$ cat src/rtl/hbconsole_pkg.sv
// hbconsole_pkg: shared constants and enums for the hexbus/console byte mux.
//   HB_NEWLINE  - hexbus end-of-packet character
//   CON_TAG_BIT - bit of the link byte that marks a console character
//   state_t     - TX arbiter state (IDLE, LOCK)
//   sel_t       - TX source select (SEL_HB, SEL_CON)
package hbconsole_pkg;

    localparam logic [6:0] HB_NEWLINE  = 7'h0a;
    localparam int         CON_TAG_BIT = 7;

    typedef enum logic {
        IDLE = 1'b0,
        LOCK = 1'b1
    } state_t;

    typedef enum logic {
        SEL_HB  = 1'b0,
        SEL_CON = 1'b1
    } sel_t;

endpackage

$ cat src/rtl/hbconsole_mux.sv
// hbconsole_mux: shares one UART byte link between the hexbus debug protocol
// and a 7-bit console character stream.
//
// state | meaning
// IDLE  | no hexbus packet open; hexbus and console arbitrated round-robin
// LOCK  | hexbus packet open; only hexbus may send until newline or timeout
//
// Ports:
//   i_clk, i_reset                  clock, synchronous active-high reset
//   i_rx_stb, i_rx_byte             byte from UART receiver
//   o_hb_rx_stb, o_hb_rx_data       bit7=0 bytes to the hexbus decoder
//   o_con_rx_stb, o_con_rx_data     bit7=1 bytes to the console
//   i_hb_tx_stb, i_hb_tx_data       hexbus encoder character, o_hb_tx_busy back
//   i_con_tx_stb, i_con_tx_data     console character, o_con_tx_busy back
//   o_tx_stb, o_tx_byte, i_tx_busy  byte to UART transmitter
module hbconsole_mux
    import hbconsole_pkg::*;
#(
    parameter int LGTIMEOUT = 10
) (
    input  logic       i_clk,
    input  logic       i_reset,
    input  logic       i_rx_stb,
    input  logic [7:0] i_rx_byte,
    output logic       o_hb_rx_stb,
    output logic [6:0] o_hb_rx_data,
    output logic       o_con_rx_stb,
    output logic [6:0] o_con_rx_data,
    input  logic       i_hb_tx_stb,
    input  logic [6:0] i_hb_tx_data,
    output logic       o_hb_tx_busy,
    input  logic       i_con_tx_stb,
    input  logic [6:0] i_con_tx_data,
    output logic       o_con_tx_busy,
    output logic       o_tx_stb,
    output logic [7:0] o_tx_byte,
    input  logic       i_tx_busy
);

    localparam logic [LGTIMEOUT-1:0] TIMEOUT_MAX  = '1;
    localparam logic [LGTIMEOUT-1:0] TIMEOUT_LAST = TIMEOUT_MAX - 1'b1;

    state_t               state, state_next;
    sel_t                 rr_ptr, rr_ptr_next;
    logic [LGTIMEOUT-1:0] idle_cnt, idle_cnt_next;
    logic                 load_en;
    logic                 hb_grant, con_grant;
    logic                 hb_accept, con_accept;

    // RX demux
    always_ff @(posedge i_clk) begin
        if (i_reset) begin
            o_hb_rx_stb   <= 1'b0;
            o_con_rx_stb  <= 1'b0;
            o_hb_rx_data  <= '0;
            o_con_rx_data <= '0;
        end else begin
            o_con_rx_stb <= i_rx_stb &&  i_rx_byte[CON_TAG_BIT];
            o_hb_rx_stb  <= i_rx_stb && !i_rx_byte[CON_TAG_BIT];
            if (i_rx_stb) begin
                o_hb_rx_data  <= i_rx_byte[6:0];
                o_con_rx_data <= i_rx_byte[6:0];
            end
        end
    end

    assign load_en = !o_tx_stb || !i_tx_busy;

    // Each grant is the "sel == source" term written using only the other
    // source's strobe, so neither busy output depends on its own strobe.
    // With no strobes at all both grants are open, which is harmless.
    assign hb_grant  = (state == LOCK) || !i_con_tx_stb || (rr_ptr == SEL_HB);
    assign con_grant = (state == IDLE) && (!i_hb_tx_stb || (rr_ptr == SEL_CON));

    assign o_hb_tx_busy  = !(load_en && hb_grant);
    assign o_con_tx_busy = !(load_en && con_grant);

    assign hb_accept  = i_hb_tx_stb  && !o_hb_tx_busy;
    assign con_accept = i_con_tx_stb && !o_con_tx_busy;

    // TX output register
    always_ff @(posedge i_clk) begin
        if (i_reset) begin
            o_tx_stb  <= 1'b0;
            o_tx_byte <= '0;
        end else if (load_en) begin
            if (hb_accept) begin
                o_tx_stb  <= 1'b1;
                o_tx_byte <= {1'b0, i_hb_tx_data};
            end else if (con_accept) begin
                o_tx_stb  <= 1'b1;
                o_tx_byte <= {1'b1, i_con_tx_data};
            end else begin
                o_tx_stb  <= 1'b0;
            end
        end
    end

    always_ff @(posedge i_clk) begin
        if (i_reset) begin
            state    <= IDLE;
            rr_ptr   <= SEL_HB;
            idle_cnt <= '0;
        end else begin
            state    <= state_next;
            rr_ptr   <= rr_ptr_next;
            idle_cnt <= idle_cnt_next;
        end
    end

    always_comb begin
        state_next    = state;
        rr_ptr_next   = rr_ptr;
        idle_cnt_next = idle_cnt;
        case (state)
            IDLE: begin
                idle_cnt_next = '0;
                if (hb_accept) begin
                    rr_ptr_next = SEL_CON;
                    if (i_hb_tx_data != HB_NEWLINE)
                        state_next = LOCK;
                end else if (con_accept) begin
                    rr_ptr_next = SEL_HB;
                end
            end
            LOCK: begin
                if (hb_accept) begin
                    idle_cnt_next = '0;
                    if (i_hb_tx_data == HB_NEWLINE) begin
                        state_next  = IDLE;
                        rr_ptr_next = SEL_CON;
                    end
                end else if (idle_cnt == TIMEOUT_LAST) begin
                    // Counter is about to reach its maximum: release the lock
                    // so a stalled hexbus encoder cannot starve the console.
                    state_next    = IDLE;
                    rr_ptr_next   = SEL_CON;
                    idle_cnt_next = '0;
                end else if (idle_cnt != TIMEOUT_MAX) begin
                    idle_cnt_next = idle_cnt + 1'b1;
                end
            end
            default: begin
                state_next    = IDLE;
                idle_cnt_next = '0;
            end
        endcase
    end

endmodule

$ cat config.mk
export PLATFORM = sky130hd
export DESIGN_NAME = hbconsole_mux
export DESIGN_NICKNAME = d
export VERILOG_FILES = /design/src/rtl/hbconsole_pkg.sv /design/src/rtl/hbconsole_mux.sv
export SDC_FILE = /design/constraint.sdc
export NUM_CORES = 1
export LEC_CHECK = 0
export BUFFER_PORTS_ARGS = -buffer_cell sky130_fd_sc_hd__buf_2
export CORE_MARGIN = 3
export CORE_UTILIZATION = 38
export DETAILED_ROUTE_END_ITERATION = 8
export PLACE_DENSITY = 0.68
export SYNTH_ARGS = -nofsm -noshare
export SYNTH_HDL_FRONTEND = slang
export SYNTH_SLANG_ARGS = --single-unit
$ cat constraint.sdc
create_clock -name i_clk -period 1.53 [get_ports i_clk]
set_input_delay 0 -clock i_clk [delete_from_list [all_inputs] [get_ports i_clk]]
set_output_delay 0 -clock i_clk [all_outputs]
set_load 0.05 [all_outputs]
==> key figures, run 1 <==
Outcome
  • Status: completed

STA
  • Max Slew Vio Count: 0
  • Final setup fails: 0
  • Slew @ Worst Pin: approximately 0.43 ns
  • Worst setup margin: between 0.09 and 0.1 ns
  • Layout Skew: about 0.0074 ns
  • Slew HR: 0.714
  • Final Cycle Share: 0.937
  • Final Hold Fails: 0
  • Fin crit period: 1.43 ns
  • Hold Worst Slack: around 0.063 ns
  • Fin Setup TNS: 0 ns
  • RSZ-0062 raised after global routing: no
  • Max frequency: approximately 700 MHz

Synth
  • Mux cell area share after synthesis: 0.113
  • Top-area cell type share of the netlist area: 0.425
  • Synth area leader: dfxtp_1
  • Largest family of logic cells by synthesized area: simple AND/OR/NAND/NOR gates
  • Netlist Area Pre-Place: around 1400 sq um
  • Flops & latches, synth: 30
  • Post-Synthesis Cells: 150
  • Syn nets: 180
  • Ys async rst share: 0
  • Synth Area in Compound Gates: 0.166
  • Xor/xnor share of the synthesized area: 0.0124
  • Sequential-to-total area share from yosys stat: 0.425
  • Synth Warn #: 0
  • Avg Cell Area, Syn: around 9.4 sq um
  • Simple-gate share of the synthesized area: 0.207
  • Ys flop type: dfxtp_1
  • Post-synth EDFFs: 0
  • Synth Area in Adders: 0.0177
  • Synth top area cells: dfxtp_1, mux2i_1, nor2_1
  • Yosys cell types: 42

GRT
  • Total grt overflow: 0
  • Initial antenna violation count: 0
  • Largest net degree at the start of global routing: 22
  • First-pass GRT wire length: approximately 4700 microns
  • Total GRT Usage: 0.141
  • Vias in the first global route: between 1000 and 1500

Layout
  • Most frequent cells in the layout: buf_2, dfxtp_1, nor2_1, mux2i_1
  • Layout Nets: about 240
  • Most common cell after layout, fill and taps aside: buf_2
  • ANT cells: 0
  • Fin area: 1870 sq um
  • Area growth syn-to-layout: 32.2%
  • Number of fill cells: 332
  • Final Util: 0.539
  • Layout cells sized above 1: 0.357

Critical path
  • Crit Reg-Reg Endpoint: idle_cnt[6]
  • Slowest-stage cell, CP: or4_1
  • Reg2reg start: idle_cnt[1]
  • Crit path max-delay family: simple AND/OR/NAND/NOR gates
  • CP bufs+invs: 0
  • CP arrival: 1.64 ns
  • Worst R2R Path Depth: 4
  • Critical path startpoint: idle_cnt[1]
  • Maximum fanout along the worst path: 6
  • Worst Setup Start Kind: register
  • Worst path required time: roughly 1.7 ns
  • CP cell instances: ha_2 -> nand3_2 -> or4_1 -> a21boi_1
  • CP Capture Type: register
  • CP max stage delay: 0.42 ns
  • Crit path depth: 4
  • WS Path Type: register to register
  • Reg-to-reg setup timing slack: slightly below 0.1 ns
  • CP endpoint: idle_cnt[6]

Flow run
  • MaxCap Viol Count: 0

Route
  • Wl on met1: between 1000 and 1500 microns
  • DRC viols: 0
  • Routed Antenna Nets: 0
  • Max Used Layer: met4
  • Wire length on met3: approximately 250 microns
  • First-pass DRT Iterations: 4
  • Drt wl/cell: about 12 microns
  • Vias post-DR: roughly 1300
  • DR vias/cell: around 4.9
  • DR WL met2: 1410 microns
  • DR iter-0 viols: 31
  • WL final: a little over 3000 microns

Min path
  • Hold crit path type: input port to register
  • Hold path depth: 3

Die
  • Ports: 55
  • DIE WIDTH: roughly 67 microns
  • Core Area: between 3000 and 4000 sq um
  • Die area: approximately 4500 sq um
  • Die height: between 60 and 70 microns
  • Rows: 21
  • Starting Density: 0.407

Clocking
  • Clock transition at path regs: around 0.07 ns
  • Clk buf depth: 2
  • CTS Buf Count: 5
  • H-tree Lvls: 2
  • CTS Root Cell: clkbuf_8
  • Worst-Skew Late Latency: 0.28 ns
  • CTS tree: built
  • Setup Buffers After CTS: 0
  • CTS sink count: 30

Placement
  • Number of port buffers: 54
  • Dpl ws: approximately 0.041 ns
  • Dpl hpwl: 2170 microns
  • Placed Area: around 1700 sq um
  • GPL Wtd Cong: ~0.80

Power and ir drop
  • Worst vdd ir: between 0.6 and 0.7 mV
  • P per Cell Area: approximately 1000 nW/um^2
  • Pleak: 0.000856 uW
==> how the worst min path moves through the flow <==
stage	from	end	slack [ns]
after detailed placement	i_rx_byte[7]	o_hb_rx_stb	0.18
after floorplan	i_rx_byte[7]	o_hb_rx_stb	0.08
final	i_con_tx_data[2]	o_tx_byte[2]	0.06
after global routing	i_hb_tx_data[6]	state	0.06
after global placement	i_rx_byte[7]	o_hb_rx_stb	0.18
after CTS	i_hb_tx_stb	o_tx_stb	0.05
==> synthesized netlist by cell type (2+ instances only) <==
cell / number
a211oi_1: 9
a21oi_1: 7
a31oi_1: 2
and3_1: 2
and4_1: 2
buf_4: 8
clkbuf_1: 3
dfxtp_1: 30
ha_1: 2
inv_1: 3
mux2i_1: 16
nand2_1: 8
nand3_1: 2
nand4_1: 2
nor2_1: 23
nor3_1: 2
o21ai_0: 4
==> per-layer routing <==
metal | vias to the layer above | GRT usage
met5 | - | 0
li1 | 655 | -
met1 | 566 | 0.170
met2 | 37 | 0.209
met4 | 0 | 0.0734
met3 | 6 | 0.0641
==> logic make-up (layout without fill, tap and decap cells) <==
| family | after synthesis | after routing |
|---|---|---|
| buffers and inverters | 14 | 73 |
| multiplexers | 16 | 16 |
| adder cells (fa/ha/maj) | 2 | 2 |
| AND/OR/NAND/NOR | 55 | 56 |
| XOR/XNOR | 2 | 2 |
| flip-flops | 30 | 30 |
| AO/OA/AOI/OAI | 31 | 31 |
==> worst min-delay path, delay by kind of cell <==
kind,cells,cell delay (ns)
compound gates,1,0.08
buf+inv,1,0.09
mux,1,0.12
==> through the flow <==
| step | cells | total power [uW] |
|---|---|---|
| CTS | 255 | 2000 |
| detailed placement | 239 | 1310 |
| global placement | 239 | 1310 |
| floorplan | 150 | 1210 |
| global route | 256 | 2070 |
| finish | 256 | 1960 |
==> cell type report <==
class                   instances  area [sq um]  share of cell area
clock inverters                 2          12.5             0.00670
repair buffers                 62           350               0.188
well taps                      46          57.6              0.0308
inverters                       3          11.3             0.00603
multi-input cells             107           752               0.403
flip-flops and latches         30           602               0.322
clock buffers                   6          82.6              0.0442
==> power by group <==
part / total, uW / internal [uW] / leakage (uW) / switching (uW)
registers: 854 / 827 / 0.000247 / 27.9
clock network: 648 / 360 / 0.0000472 / 287
logic: 456 / 142 / 0.000562 / 314
total: 1960 / 1330 / 0.000856 / 629
==> registers in the layout (all words and copies together), names as in the netlist <==
| register | flops |
|---|---|
| idle_cnt | 10 |
| o_con_rx_data | 7 |
| o_con_rx_stb | 1 |
| o_hb_rx_stb | 1 |
| o_tx_byte | 8 |
| o_tx_stb | 1 |
| rr_ptr | 1 |
| state | 1 |
==> repair_timing <==
| item | CTS | global route |
|---|---|---|
| setup endpoints to repair | 0 | 7 |
| hold buffers | 8 | 0 |
| resized for setup | 0 | 5 |
| endpoints found under the hold margin | 9 | 0 |
No activity file was read; power rests on OpenSTA's default activity.
==> run 2, diff against run 1 <==
Settings changed: ABC_AREA from default to 1, PLACE_DENSITY 0.68 to 0.7.
Clock period 1.53 ns to 1.2 ns, I/O delays scaled along.
==> run 2 against run 1 <==
  * The flow now finishes with violations (setup timing)
  * Fmax rose by 8.9%
  * Total power rose by 45%
  * Cell count grew 31%
  * Critical path type unchanged
  * Critical endpoint is now rr_ptr
  * Largest cell class unchanged
  * Largest power group unchanged
==> key figures, run 2 <==
Outcome
  • Status: finished, violations left
  • Failing checks: setup timing

Die
  • Die area: 4550 sq um (+1.5%)
  • DIE WIDTH: 67.5 microns (+0.76%)
  • Die height: 67.5 microns (+0.76%)
  • Ports: 55 (unchanged)
  • Rows: 21 (unchanged)
  • Starting Density: 0.411 (+0.00374)
  • Core Area: 3490 sq um (+0.76%)

Critical path
  • CP max stage delay: 0.36 ns (-0.06 ns)
  • WS Path Type: register to register
  • Reg2reg start: idle_cnt[0]
  • Crit Reg-Reg Endpoint: rr_ptr
  • Worst path required time: 1.41 ns (-0.33 ns)
  • Reg-to-reg setup timing slack: -0.12 ns (-0.21 ns)
  • Slowest-stage cell, CP: dfxtp_2
  • CP cell instances: inv_2 -> ha_4 -> inv_2 -> nor2_1 -> nand3_1 -> nand3_4 -> buf_4 -> nand3_2 -> nand2_1 -> a21oi_1
  • CP Capture Type: register
  • Maximum fanout along the worst path: 4 (-2)
  • Critical path startpoint: idle_cnt[0]
  • Worst Setup Start Kind: register
  • Worst R2R Path Depth: 10 (+6)
  • CP arrival: 1.53 ns (-0.11 ns)
  • Crit-path most repeated cell: inv_2

Min path
  • Hold crit path type: input port to register
  • Hold path start: i_rx_stb
  • Hold worst-path end: o_con_rx_stb
  • Hold path depth: 3 (unchanged)

STA
  • Slew HR: 0.816 (+0.102)
  • Final Cycle Share: 1.10 (+0.160)
  • RSZ-0062 raised after global routing: yes
  • Slew @ Worst Pin: 0.275 ns (-0.153 ns)
  • Layout Skew: 0.00879 ns (+0.00135 ns)
  • Max frequency: 760 MHz (+8.9%)
  • Worst setup margin: -0.116 ns (-0.213 ns)
  • Hold Worst Slack: 0.0180 ns (-0.0452 ns)
  • Max Slew Vio Count: 0 (unchanged)
  • Final setup fails: 16 (+16)
  • Fin crit period: 1.32 ns (-0.117 ns)
  • Final Hold Fails: 0 (unchanged)

Route
  • First-pass DRT Iterations: 4 (unchanged)
  • Drt wl/cell: 15.0 microns (+24%)
  • DR vias/cell: 5.13 (+3.9%)
  • DRC viols: 0 (unchanged)
  • WL final: 5040 microns (+62%)
  • Vias post-DR: 1718 (+36%)
  • Routed Antenna Nets: 0 (unchanged)
  • DR iter-0 viols: 164 (+430%)

Synth
  • Yosys cell types: 29 (-31%)
  • Avg Cell Area, Syn: 7.64 sq um (-19%)
  • Syn nets: 218 (+21%)
  • Ys flop type: dfxtp_1
  • Flops & latches, synth: 30 (unchanged)
  • Synth top area cells: dfxtp_1, nand2_1, nor2_1
  • Top-area cell type share of the netlist area: 0.418 (-0.00704)
  • Sequential-to-total area share from yosys stat: 0.418 (-0.00704)
  • Synth Warn #: 0 (unchanged)
  • Post-synth EDFFs: 0 (unchanged)
  • Synth cell count leaders: nand2_1, dfxtp_1, nor2_1, inv_1
  • Most common cell in the netlist: nand2_1
  • Ys async rst share: 0 (unchanged)
  • Synth area leader: dfxtp_1
  • Post-Synthesis Cells: 188 (+25%)
  • Netlist Area Pre-Place: 1440 sq um (+1.7%)

Clocking
  • Worst-Skew Late Latency: 0.29 ns (about the same)
  • CTS tree: built
  • H-tree Lvls: 2 (unchanged)
  • Clk buf depth: 2 (unchanged)
  • CTS sink count: 30 (unchanged)
  • CTS Root Cell: clkbuf_8
  • CTS Buf Count: 5 (unchanged)
  • Clock transition at path regs: 0.06 ns (about the same)

Power and ir drop
  • Pleak: 0.00117 uW (+36%)
  • Final Power: 2840 uW (+45%)
  • Worst vdd ir: 0.577 mV (-15%)
  • P per Cell Area: 1160 nW/um^2 (+10%)

Layout
  • Most frequent cells in the layout: buf_2, nand2_1, nor2_1, dfxtp_1, dlygate4sd3_1
  • Layout cells sized above 1: 0.457 (+0.0996)
  • Reg with most FFs: idle_cnt
  • Biggest regs: idle_cnt (10), o_tx_byte (8), o_con_rx_data (7)
  • Fin area: 2450 sq um (+31%)
  • Most common cell after layout, fill and taps aside: buf_2
  • Max reg flops: 10 (unchanged)
  • ANT cells: 0 (unchanged)
  • Layout Nets: 318 (+33%)
  • Final Util: 0.701 (+0.162)
  • Area growth syn-to-layout: 70.6%

Flow run
  • MaxCap Viol Count: 0 (unchanged)

GRT
  • Vias in the first global route: 1508 (+40%)
  • Total GRT Usage: 0.195 (+0.0539)
  • Total grt overflow: 0 (unchanged)
  • Largest net degree at the start of global routing: 13 (-41%)
  • First-pass GRT wire length: 6710 microns (+44%)
  • Initial antenna violation count: 0 (unchanged)

Placement
  • Dpl hpwl: 2550 microns (+17%)
  • GPL Wtd Cong: 0.753 (-6.4%)
  • Number of port buffers: 54 (unchanged)
  • Placed Area: 1870 sq um (+12%)
  • Dpl ws: -0.100 ns (-0.141 ns)
run 2: cell type report:
| type | count | area [sq um] |
|---|---|---|
| Sequential cell | 30 | 612 |
| Tap cell | 46 | 57.6 |
| Fill cell | 236 | 1040 |
| Inverter | 18 | 80.1 |
| Timing Repair Buffer | 102 | 753 |
| Multi-Input combinational cell | 131 | 867 |
| Clock buffer | 8 | 80.1 |
run 2: worst max-delay path by stage:
stage / to / slack [ns] / depth (start not counted)
6_report: rr_ptr / -0.12 / 10
5_1_grt: idle_cnt[0] / -0.21 / 9
4_1_cts: idle_cnt[4] / -0.06 / 9
3_5_place_dp: idle_cnt[0] / -0.10 / 9
2_1_floorplan: rr_ptr / -0.01 / 7
3_3_place_gp: idle_cnt[1] / -0.06 / 9
run 2: cells by family after synthesis:
group	synth area share
flip-flops	0.418
AO/OA/AOI/OAI	0.133
adder cells (fa/ha/maj)	0.0174
AND/OR/NAND/NOR	0.314
buffers and inverters	0.105
XOR/XNOR	0.0122
run 2: timing repair:
action / in CTS / in global routing
setup endpoints to repair: 21 / 22
hold endpoints to repair: 19 / 1
pin swaps: 11 / 19
hold buffers: 22 / 1
setup buffers: 5 / 5
cloned: 1 / 0
resized for setup: 10 / 40
run 2: layer usage:
layer | global-route usage | vias up | share of wire
met3 | 0.0632 | 25 | 0.063
met4 | 0.0709 | 0 | 0.042
met5 | 0 | - | 0
li1 | - | 816 | -
met2 | 0.339 | 75 | 0.53
met1 | 0.221 | 802 | 0.36
run 2: stage by stage:
stage,setup TNS (ns),instances
2_1_floorplan,-0.0472,188
3_3_place_gp,-0.461,293
3_5_place_dp,-0.970,293
4_1_cts,-0.389,329
5_1_grt,-2.81,335
6_report,-1.28,335
run 2: critical path: cells and delay by family (launching register included):
kind	cells	cell delay (ns)
adder cells (fa/ha/maj)	1	0.15
flip-flops	1	0.36
AO/OA/AOI/OAI	1	0.14
AND/OR/NAND/NOR	5	0.35
buffers and inverters	3	0.24
run 2: report_power, final:
group          switching (uW)  total (uW)  internal [uW]
combinational             609         934            325
sequential               48.7        1110           1060
clock                     379         790            411
==> run 3, diff against run 2 <==
Settings changed: ABC_AREA 1 to default.
==> run 3 against run 2 <==
  * The flow still finishes with violations (setup timing)
  * Total power decreased by 9.7%
  * Register-to-register slack improved by 0.03 ns
  * Setup slack improved by 0.025 ns
  * Clock-buffer cell count decreased by 2
  * Non-clock buffer count decreased by 25
  * Wire length decreased by 34%
  * Sequential power about the same
  * Utilization decreased by 11 points
  * Fmax increased by 2.0%
  * Highest routed layer unchanged
==> key figures, run 3 (same netlist as run 1, synthesis figures left out) <==
Power and ir drop
  • Worst vdd ir: 0.771 mV (+34%)
  • Clock share of power: 0.326 (+0.047)
  • Flop pwr share: 0.424 (+0.032)
  • Switching power: 831 uW (-20%)
  • Switch share: 0.324 (-0.0411)
  • Pleak: 0.000940 uW (-20%)
  • Comb power frac: 0.250 (-0.079)
  • P per Cell Area: 1250 nW/um^2 (+7.7%)
  • Pint: 1730 uW (-3.8%)

STA
  • RSZ-0062 raised after global routing: yes
  • Final setup fails: 14 (-2)
  • Max frequency: 775 MHz (+2.0%)
  • Final Hold Fails: 0 (unchanged)
  • Layout Skew: 0.00308 ns (-0.00571 ns)
  • Final Cycle Share: 1.08 (-0.0211)
  • Fin crit period: 1.29 ns (-0.0253 ns)
  • Fin Setup TNS: -0.728 ns (+0.550 ns)
  • Worst setup margin: -0.0909 ns (+0.0253 ns)
  • Max Slew Vio Count: 0 (unchanged)
  • Slew HR: 0.745 (-0.0709)
  • Slew @ Worst Pin: 0.378 ns (+0.103 ns)

Flow run
  • MaxCap Viol Count: 0 (unchanged)

Critical path
  • Worst path required time: 1.42 ns (about the same)
  • Worst R2R Path Depth: 6 (-4)
  • Worst Setup Start Kind: register
  • CP arrival: 1.51 ns (-0.02 ns)
  • Maximum fanout along the worst path: 4 (unchanged)
  • CP Capture Type: register
  • Reg-to-reg setup timing slack: -0.09 ns (+0.03 ns)
  • Crit Reg-Reg Endpoint: idle_cnt[6]
  • WS Path Type: register to register
  • Reg2reg start: idle_cnt[0]

Layout
  • Max reg flops: 10 (unchanged)
  • Most frequent cells in the layout: buf_2, dfxtp_1, nor2_1, buf_4, mux2i_1
  • Most common cell after layout, fill and taps aside: buf_2
  • Layout cells sized above 1: 0.456 (-0.000995)
  • Area growth syn-to-layout: 45.4%
  • Layout Nets: 255 (-20%)
  • ANT cells: 0 (unchanged)
  • Fin area: 2050 sq um (-16%)
  • Reg with most FFs: idle_cnt
  • Biggest regs: idle_cnt (10), o_tx_byte (8), o_con_rx_data (7)

GRT
  • Largest net degree at the start of global routing: 21 (+8)
  • Total GRT Usage: 0.151 (-0.0442)
  • Vias in the first global route: 1145 (-24%)
  • First-pass GRT wire length: 4980 microns (-26%)
  • Initial antenna violation count: 0 (unchanged)
  • Total grt overflow: 0 (unchanged)

Route
  • Vias post-DR: 1333 (-22%)
  • DR iter-0 viols: 28 (-83%)
  • Routed Antenna Nets: 0 (unchanged)
  • First-pass DRT Iterations: 4 (unchanged)
  • WL final: 3350 microns (-34%)
  • Drt wl/cell: 12.3 microns (-18%)
  • DRC viols: 0 (unchanged)
  • DR vias/cell: 4.90 (-4.4%)

Placement
  • Dpl ws: -0.0826 ns (+0.0175 ns)
  • Placed Area: 1830 sq um (-2.2%)
  • Number of port buffers: 54 (unchanged)
  • GPL Wtd Cong: 0.804 (+6.8%)
  • Dpl hpwl: 2360 microns (-7.3%)

Clocking
  • CTS sink count: 30 (unchanged)
  • CTS tree: built
  • Clk buf depth: 2 (unchanged)
  • H-tree Lvls: 2 (unchanged)
  • Worst-Skew Late Latency: 0.28 ns (about the same)
  • CTS Root Cell: clkbuf_8
  • Clock transition at path regs: 0.06 ns (about the same)
  • CTS Buf Count: 5 (unchanged)

Min path
  • Hold worst-path end: o_tx_stb
  • Hold path depth: 3 (unchanged)
  • Hold crit path type: input port to register
  • Hold path start: i_hb_tx_stb

Die
  • DIE WIDTH: 67.0 microns (-0.76%)
  • Rows: 21 (unchanged)
  • Core Area: 3470 sq um (-0.75%)
  • Die area: 4480 sq um (-1.5%)
  • Ports: 55 (unchanged)
  • Die height: 67.0 microns (-0.76%)
  • Starting Density: 0.407 (-0.00374)

Outcome
  • Status: finished, violations left
  • Failing checks: setup timing
run 3: changes by cell type in the layout (fill, tap and decap cells not counted), sizes merged, moves of 3 or more:
cell / previous run / this run
nor2: 29 / 23
nand3: 17 / 3
mux2i: 0 / 16
o21ai: 16 / 4
clkbuf: 9 / 6
dlygate4sd3: 22 / 8
buf: 78 / 69
nand2: 42 / 12
inv: 17 / 4
a31oi: 8 / 3
a211oi: 0 / 9
run 3: cell type report:
class | count | area, sq um
Multi-Input combinational cell | 108 | 806
Clock buffer | 6 | 82.6
Clock inverter | 2 | 11.3
Timing Repair Buffer | 77 | 472
Fill cell | 304 | 1410
Sequential cell | 30 | 614
Tap cell | 46 | 57.6
Inverter | 3 | 11.3
run 3: metal layers:
metal	vias to the layer above	routed length [microns]	part of all wire	track usage
met5	-	0	0	0
met3	5	262	0.078	0.0675
li1	690	-	-	-
met1	595	1480	0.44	0.161
met4	0	61	0.018	0.0835
met2	43	1540	0.46	0.248
run 3: through the flow:
step           std cells  power [uW]   util  hold WS (ns)
5_1_grt              272        2710  0.592        0.0532
3_3_place_gp         253        1690  0.527         0.185
4_1_cts              270        2590  0.583        0.0302
2_1_floorplan        150        1550      -        0.0761
3_5_place_dp         253        1700  0.527         0.188
6_report             272        2560  0.592        0.0508
run 3: worst max-delay path, cell delays in order, from the launching register on:
cell and delay [ns]:
dfxtp_4 0.37, inv_2 0.04, ha_2 0.16, and3_4 0.18, a31oi_4 0.20, o311ai_1 0.14
a21boi_1 0.14
run 3: worst max path at each step:
stage / from / endpoint / slack (ns)
floorplan: idle_cnt[1] / idle_cnt[6] / -0.003
global placement: idle_cnt[0] / idle_cnt[3] / -0.05
detailed placement: idle_cnt[0] / idle_cnt[3] / -0.08
CTS: idle_cnt[0] / idle_cnt[3] / -0.1
global route: idle_cnt[0] / idle_cnt[3] / -0.16
finish: idle_cnt[0] / idle_cnt[6] / -0.09
run 3: power by group through the flow:
| stage | combinational (uW) | clock, uW | sequential, uW |
|---|---|---|---|
| after floorplan | 274 | 0 | 1270 |
| after global placement | 584 | 0 | 1110 |
| after detailed placement | 587 | 0 | 1110 |
| after CTS | 621 | 881 | 1090 |
| after global routing | 681 | 931 | 1090 |
| final | 640 | 835 | 1090 |
run 3: repair_timing:
action                                  4_1_cts  5_1_grt
gates resized for setup                       5        5
endpoints found under the setup margin       14       21
endpoints found under the hold margin         9        0
buffers inserted                              0        1
hold buffers                                  8        0
pin swaps                                     8        4
cloned                                        1        1
